File: src/rtl/aes_spi_ctrl.sv
`timescale 1ns/1ps
// aes_spi_ctrl: sequencer between the SPI subordinate and the AES core (key load / encrypt / result capture).
// Optional build macro AES_CTRL_TIMEOUT_EN enables the WAIT-state timeout abort and err_tmo.
module aes_spi_ctrl #(
    parameter int TIMEOUT_CYCLES = 1024
) (
    input  logic         clk,
    input  logic         rst_n,
    input  logic [0:257] rx_frame,
    input  logic         rx_done,
    input  logic         key_clr,
    input  logic         aes_done,
    input  logic [0:127] aes_out,
    output logic [0:255] key,
    output logic [1:0]   key_size,
    output logic [0:127] plaintext,
    output logic         aes_start,
    output logic [0:127] tx,
    output logic         tx_valid,
    output logic         key_valid,
    output logic         busy,
    output logic         err_hdr,
    output logic         err_ovr,
    output logic         err_tmo
);

    localparam logic [2:0] S_IDLE   = 3'd0;
    localparam logic [2:0] S_DECODE = 3'd1;
    localparam logic [2:0] S_KEYLD  = 3'd2;
    localparam logic [2:0] S_START  = 3'd3;
    localparam logic [2:0] S_WAIT   = 3'd4;
    localparam logic [2:0] S_DONE   = 3'd5;

    logic [2:0]   state;
    logic [2:0]   state_next;
    logic         sync_meta;
    logic         sync_q;
    logic         sync_prev;
    logic         frame_event;
    logic         hdr_256;
    logic         hdr_192;
    logic         hdr_128;
    logic         dec_valid;
    logic         dec_is_key;
    logic [0:255] dec_key;
    logic [1:0]   dec_size;
    logic [0:255] pend_key;
    logic [1:0]   pend_size;
    logic [0:127] result_q;
    logic         timeout_hit;

    // rx_done comes from the sclk domain; the third flop only serves edge detection.
    always_ff @(posedge clk or negedge rst_n) begin
        if (!rst_n) begin
            sync_meta <= 1'b0;
            sync_q    <= 1'b0;
            sync_prev <= 1'b0;
        end else begin
            sync_meta <= rx_done;
            sync_q    <= sync_meta;
            sync_prev <= sync_q;
        end
    end

    assign frame_event = sync_q & ~sync_prev;
    assign busy        = (state != S_IDLE);

    assign hdr_256 = (rx_frame[0:1]     == 2'b10);
    assign hdr_192 = (rx_frame[64:65]   == 2'b01);
    assign hdr_128 = (rx_frame[128:129] == 2'b00);

    always_comb begin
        dec_valid  = 1'b1;
        dec_is_key = 1'b1;
        dec_key    = '0;
        dec_size   = 2'b00;
        if (hdr_256) begin
            dec_key  = rx_frame[2:257];
            dec_size = 2'b10;
        end else if (hdr_192) begin
            dec_key  = {rx_frame[66:257], 64'b0};
            dec_size = 2'b01;
        end else if (hdr_128) begin
            dec_is_key = ~key_valid;
            dec_key    = {rx_frame[130:257], 128'b0};
            dec_size   = 2'b00;
        end else begin
            dec_valid = 1'b0;
        end
    end

    always_comb begin
        state_next = state;
        case (state)
            S_IDLE:   if (frame_event) state_next = S_DECODE;
            S_DECODE: begin
                if (!dec_valid)     state_next = S_IDLE;
                else if (dec_is_key) state_next = S_KEYLD;
                else                 state_next = S_START;
            end
            S_KEYLD:  state_next = S_IDLE;
            S_START:  state_next = S_WAIT;
            S_WAIT: begin
                if (aes_done)         state_next = S_DONE;
                else if (timeout_hit) state_next = S_IDLE;
            end
            S_DONE:   state_next = S_IDLE;
            default:  state_next = S_IDLE;
        endcase
    end

    always_ff @(posedge clk or negedge rst_n) begin
        if (!rst_n) state <= S_IDLE;
        else        state <= state_next;
    end

    // Each state's register writes take effect on the edge that leaves it.
    always_ff @(posedge clk or negedge rst_n) begin
        if (!rst_n) begin
            key       <= '0;
            key_size  <= 2'b00;
            key_valid <= 1'b0;
            plaintext <= '0;
            aes_start <= 1'b0;
            tx        <= '0;
            tx_valid  <= 1'b0;
            err_hdr   <= 1'b0;
            err_ovr   <= 1'b0;
            pend_key  <= '0;
            pend_size <= 2'b00;
            result_q  <= '0;
        end else begin
            aes_start <= 1'b0;
            if (key_clr) key_valid <= 1'b0;
            if (frame_event && (state != S_IDLE)) err_ovr <= 1'b1;
            case (state)
                S_DECODE: begin
                    if (!dec_valid) begin
                        err_hdr <= 1'b1;
                    end else if (dec_is_key) begin
                        pend_key  <= dec_key;
                        pend_size <= dec_size;
                    end else begin
                        plaintext <= rx_frame[130:257];
                    end
                end
                S_KEYLD: begin
                    key       <= pend_key;
                    key_size  <= pend_size;
                    key_valid <= 1'b1;
                end
                S_START: begin
                    aes_start <= 1'b1;
                    tx_valid  <= 1'b0;
                end
                S_WAIT: begin
                    if (aes_done) result_q <= aes_out;
                end
                S_DONE: begin
                    tx       <= result_q;
                    tx_valid <= 1'b1;
                end
                default: begin
                end
            endcase
        end
    end

`ifdef AES_CTRL_TIMEOUT_EN
    localparam int CNT_W = $clog2(TIMEOUT_CYCLES + 1);
    localparam logic [CNT_W-1:0] CNT_LAST = CNT_W'(TIMEOUT_CYCLES - 1);

    logic [CNT_W-1:0] wait_cnt;

    // Counter sits at zero outside WAIT, so it is already clear on entry.
    always_ff @(posedge clk or negedge rst_n) begin
        if (!rst_n)              wait_cnt <= '0;
        else if (state != S_WAIT) wait_cnt <= '0;
        else                     wait_cnt <= wait_cnt + CNT_W'(1);
    end

    assign timeout_hit = (state == S_WAIT) && !aes_done && (wait_cnt == CNT_LAST);

    always_ff @(posedge clk or negedge rst_n) begin
        if (!rst_n)          err_tmo <= 1'b0;
        else if (timeout_hit) err_tmo <= 1'b1;
    end
`else
    logic unused_timeout;

    assign unused_timeout = (TIMEOUT_CYCLES != 0);
    assign timeout_hit    = 1'b0;
    assign err_tmo        = 1'b0;
`endif

endmodule

File: config.mk
export PLATFORM = sky130hd
export DESIGN_NAME = aes_spi_ctrl
export DESIGN_NICKNAME = d
export VERILOG_FILES = /design/src/rtl/aes_spi_ctrl.sv
export SDC_FILE = /design/constraint.sdc
export NUM_CORES = 1
export LEC_CHECK = 0
export CORE_AREA = 2 2 360 362
export DETAILED_ROUTE_END_ITERATION = 8
export DIE_AREA = 0 0 362 364
export PLACE_DENSITY_LB_ADDON = 0.05
export SYNTH_ARGS = -nofsm -noshare
export SYNTH_HDL_FRONTEND = slang
export SYNTH_SLANG_ARGS = --single-unit
export TNS_END_PERCENT = 100
File: constraint.sdc
create_clock -name clk -period 2.45 [get_ports clk]
set_input_delay 0.735 -clock clk [delete_from_list [all_inputs] [get_ports clk]]
set_output_delay 0.735 -clock clk [all_outputs]
set_load 0.02 [all_outputs]
* Word-level counts from Yosys, hierarchy flattened *
Index checks and enable logic that the tools add are counted.

word-level totals
  bits in registers = 911

operators by class
  equality and inequality tests = 9
  muxes and demuxes = 20
  bitwise operators = 5
  reduce and logical (&&, ||, !) cells = 11

operator list
  operator                                                               number
  256-bit 2-to-1 mux                                                     3
  3-bit one-hot mux with 4 select lines                                  1
  1-bit 2-to-1 mux                                                       11
  3-bit by 2-bit equality test with 1-bit output, second input constant  2
  3-bit equality test, second input constant                             2
  3-bit 2-to-1 mux                                                       2
  2-bit AND reduction                                                    3
  3-bit AND reduction                                                    2
  2-bit 2-to-1 mux                                                       2
  2-bit != test, second input constant                                   2
  1-bit inverter                                                         4
  2-bit nonzero test                                                     2
  3-bit by 1-bit equality test with 1-bit output, second input constant  1
  3-bit logical NOT                                                      1
  3-bit nonzero test                                                     1
  2-bit by 1-bit equality test with 1-bit output, second input constant  1
  2-bit equality test, second input constant                             1
  2-bit logical NOT                                                      1
  1-bit one-hot mux with 2 select lines                                  1
  1-bit AND                                                              1
  1-bit logical AND                                                      1

* Logic depth before layout (Yosys ltp) *
  word-level depth = 7
  depth in mapped cells = 8
  depth with buffers taken out = 4

* Least setup slack after synthesis *
Ideal clock, no wire load.

  path type = input -> register
  from = in rx_frame[0] (netlist name)
  to = reg plaintext[1] (netlist name)
  library setup time = 0.128 ns
  data arrival time = 1.996 ns
  setup slack = 0.326 ns
  stages on the path = 7
  cells stage by stage = nor2b_1 buf_2 nor4_4 nand3_1 buf_4 buf_4 mux2_1

between the ends
  word-level cells in the longest chain between the ends = 4
  elaborated cells between the ends (all ways) = 5
  those cells by class = eq/ne (1); mux (2); bitwise (1); reduce/logical (1)

RTL lines
  element                                 line  RTL
  from (decl)                             9     input logic [0:257] rx_frame,
  2-bit equality test *                   68    assign hdr_256 = (rx_frame[0:1] == 2'b10);
  1-bit 2-to-1 mux                        77    if (hdr_256) begin
  1-bit inverter (no source line)         n/a
  3-bit AND reduction (no source line) *  n/a
  to (signal assigned)                    144   plaintext <= rx_frame[130:257];
  to (decl)                               16    output logic [0:127] plaintext,

Every way passes the cells marked *; elsewhere a longest branch is shown, timed or not.
A chain may end at the register's enable or synchronous reset.

* Worst setup path after layout *
  from = reg state[1]
  to = out busy

between the ends
  word-level cells in the longest chain between the ends = 1

RTL lines
  element                 line  RTL
  from (decl)             34    logic [2:0] state;
  from (signal assigned)  114   else state <= state_next;
  3-bit nonzero test      66    assign busy = (state != S_IDLE);
  to (decl)               21    output logic busy,

No other way between the ends.

==> key figures <==
Logic synthesis
  – EDFF count, synth: 0
  – Post-synth top flop: dfrtp_1
  – Post-Syn Nets: 3,492
  – Synth area leaders: dfrtp_1 (64%), nand2_1 (12%), mux2_2 (8.7%)
  – Mapped cell area: 35,600 um^2
  – Async SR Flop Fraction: 100%
  – Yosys cell types: 31
  – Area fraction of the dominant cell type after synthesis: 64.0%
  – Top cell type by total area after synthesis: dfrtp_1
  – Cells after Synth: 3,101
  – Synth Register Bits: 911
  – Sequential-to-total area share from yosys stat: 64.0%
  – YS warnings: 0
  – Mapped Avg Cell Area: 11.5 um^2

GRT
  – Vias in the first global route: 28,300
  – Global-route wire length before repair: 201 mm
  – Pin count of the biggest net entering global routing: 100
  – Remaining global-route overflow: 0
  – GRT Total Usage: 20.5%
  – Initial antenna violation count: 30

Routing
  – First drt pass iteration count: 9
  – Routed length per instance: 23.4 um
  – Antenna Nets Post-Route: 0
  – DRT iter0 DRCs: 1,965
  – Via density: 4.65
  – Final WL: 137 mm
  – Vias: 27,200
  – # DRC: 12

Placement
  – Routability cong.: 0.779
  – Placed Cells: 5,647
  – IO Port Bufs: 910
  – Final HPWL DP: 101 mm

STA
  – Part of the cycle the worst path needs: 95.3%
  – Clk_skew: 0.0388 ns
  – Fin. Hold Viols: 0
  – Final TNS setup: 0 ns
  – Minimum clock period: 2.33 ns
  – Worst Max-Slew Pin Slew: 0.973 ns
  – Slew Viols, Final: 0
  – Max Clk Rate: 428 MHz
  – Final setup fails: 0
  – Slew margin rel.: 35.1%
  – RSZ-0062 raised after global routing: no
  – Hold WS: 0.393 ns

Worst setup path
  – WS Path Type: reg -> out
  – Critical path capture point type: primary output
  – Worst Path Arrival: 1.60 ns
  – Reg2reg start: state[1]$_DFFE_PN0P_
  – CP Max Fanout: 2
  – FF-to-FF path depth: 5
  – Worst setup SP type: flop
  – FF-to-FF End: plaintext[99]$_DFFE_PN0P_
  – R2R Setup Slk: 0.25 ns
  – Required time worst endpoint: 1.71 ns

Die
  – Die Height: 364 um
  – Die W: 362 um
  – I/O pin count: 912
  – Initial Util: 27.8%
  – Core ar.: 128,000 um^2
  – DIE AREA: 132,000 um^2
  – Row count: 132

Power and ir drop
  – Max VDD drop: 0.562 mV
  – Pwr Density: 1140 nW/um^2
  – Leak: 26.8 nW

Min path
  – WHS Endpoint: sync_prev$_DFF_PN0_
  – Hold path depth: 0
  – Hold crit path type: reg -> reg
  – Hold_sp: sync_q$_DFF_PN0_

Clock network
  – Cts bufs inserted: 108
  – CTS tree: built
  – Htree depth: 3
  – Clock sink count: 911
  – Worst-path clk slew: 0.06 ns
  – Number of post-CTS setup repair buffers: 0
  – CTS Root Cell: clkbuf_16
  – CTS Buffer Depth: 3
  – Clk_lat worst skew: 0.72 ns

Job
  – Max-Cap Viols: 0

Finish
  – Syn-to-layout area delta: 43.3%
  – Non-filler cells in the finished layout: 5,855
  – Final net count: 4,474
  – Commonest non-fill, non-tap cell in the layout: nand2_1
  – Layout cell share with drive strength beyond 1: 15.4%
  – # fillers: 12,700
  – Most frequent cells in the layout: nand2_1 (1,100), dfrtp_1 (911), dlygate4sd2_1 (486)

Status
  – Failing checks: DRC
  – Status: complete, but fails checks
==> worst max path at each step <==
stage | from | to | cells after the start
after floorplan | rx_frame[0] | plaintext[1]$_DFFE_PN0P_ | 7
after global placement | rx_frame[64] | pend_key[22]$_DFFE_PN0P_ | 7
after detailed placement | rx_frame[64] | pend_key[22]$_DFFE_PN0P_ | 7
after CTS | state[1]$_DFFE_PN0P_ | busy | 3
after global routing | key[12]$_DFFE_PN0P_ | key[12] | 1
final | state[1]$_DFFE_PN0P_ | busy | 3
==> cell usage after synthesis, drive strengths merged, types with 3 or more instances <==
master     n
a22oi     66
nand3     65
nand2   1100
a21o       3
mux2     384
a222oi   126
buf      138
nor3       4
o21ai    197
clkbuf    85
dfrtp    911
nor2       3
inv        3
==> worst max-delay path, cell delays in order (launching register included) <==
cell and delay (ns):
dfrtp_1 0.42, nor3_2 0.21, inv_1 0.07, buf_2 0.19
==> flip-flops by register name, indices dropped and copies added, names as in the netlist, 2 cells and up <==
| signal | count |
|---|---|
| key | 256 |
| key_size | 2 |
| pend_key | 256 |
| pend_size | 2 |
| plaintext | 128 |
| result_q | 128 |
| state | 3 |
| tx | 128 |
==> per-layer routing <==
layer	track usage [%]	share of wire (%)	vias up
met5	0	0.16	-
met4	5.90	2.7	34
met3	7.73	8.6	191
met2	33.1	47	866
met1	25.7	42	13500
li1	-	-	12600
==> power breakdown <==
group	switching [mW]	total (mW)	internal [mW]	leakage, nW
sequential	2.77	23.2	20.5	12.1
combinational	11.2	18.5	7.33	12.9
clock	6.68	16.5	9.84	1.80
==> metrics by stage <==
step,utilization (%),total power [mW],setup slack (ns),cell area (um^2)
6_report,39.8,58.3,0.116,51100
5_1_grt,39.8,62.0,0.00246,51100
4_1_cts,39.7,59.4,-0.0718,51000
3_5_place_dp,37.3,44.5,-0.415,47900
3_3_place_gp,37.3,44.3,-0.380,47900
2_1_floorplan,-,33.1,0.326,35600
==> logic make-up (layout without fill, tap and decap cells) <==
kind of cell	after synthesis	after routing	synth area share (%)
buf+inv	226	1293	3.16
mux	384	384	12.1
simple gates	1183	1183	12.9
other cells	1	13	0.0105
flops	911	911	64.0
compound gates	396	396	7.88
==> what timing repair did <==
action	CTS	global route
hold endpoints to repair	17	0
resized for setup	491	35
hold buffers	1	0
endpoints found under the setup margin	488	34
==> layout make-up <==
cell class / count / area [um^2] / area share, %
Antenna cell: 12 / 30.0 / 0.0588
Timing Repair Buffer: 1095 / 10700 / 21.0
Clock inverter: 29 / 393 / 0.769
Tap cell: 1675 / 2100 / 4.10
Multi-Input combinational cell: 1964 / 11800 / 23.0
Clock buffer: 166 / 3250 / 6.37
Inverter: 3 / 11.3 / 0.0221
Sequential cell: 911 / 22800 / 44.6
No activity file was read; power rests on OpenSTA's default activity.
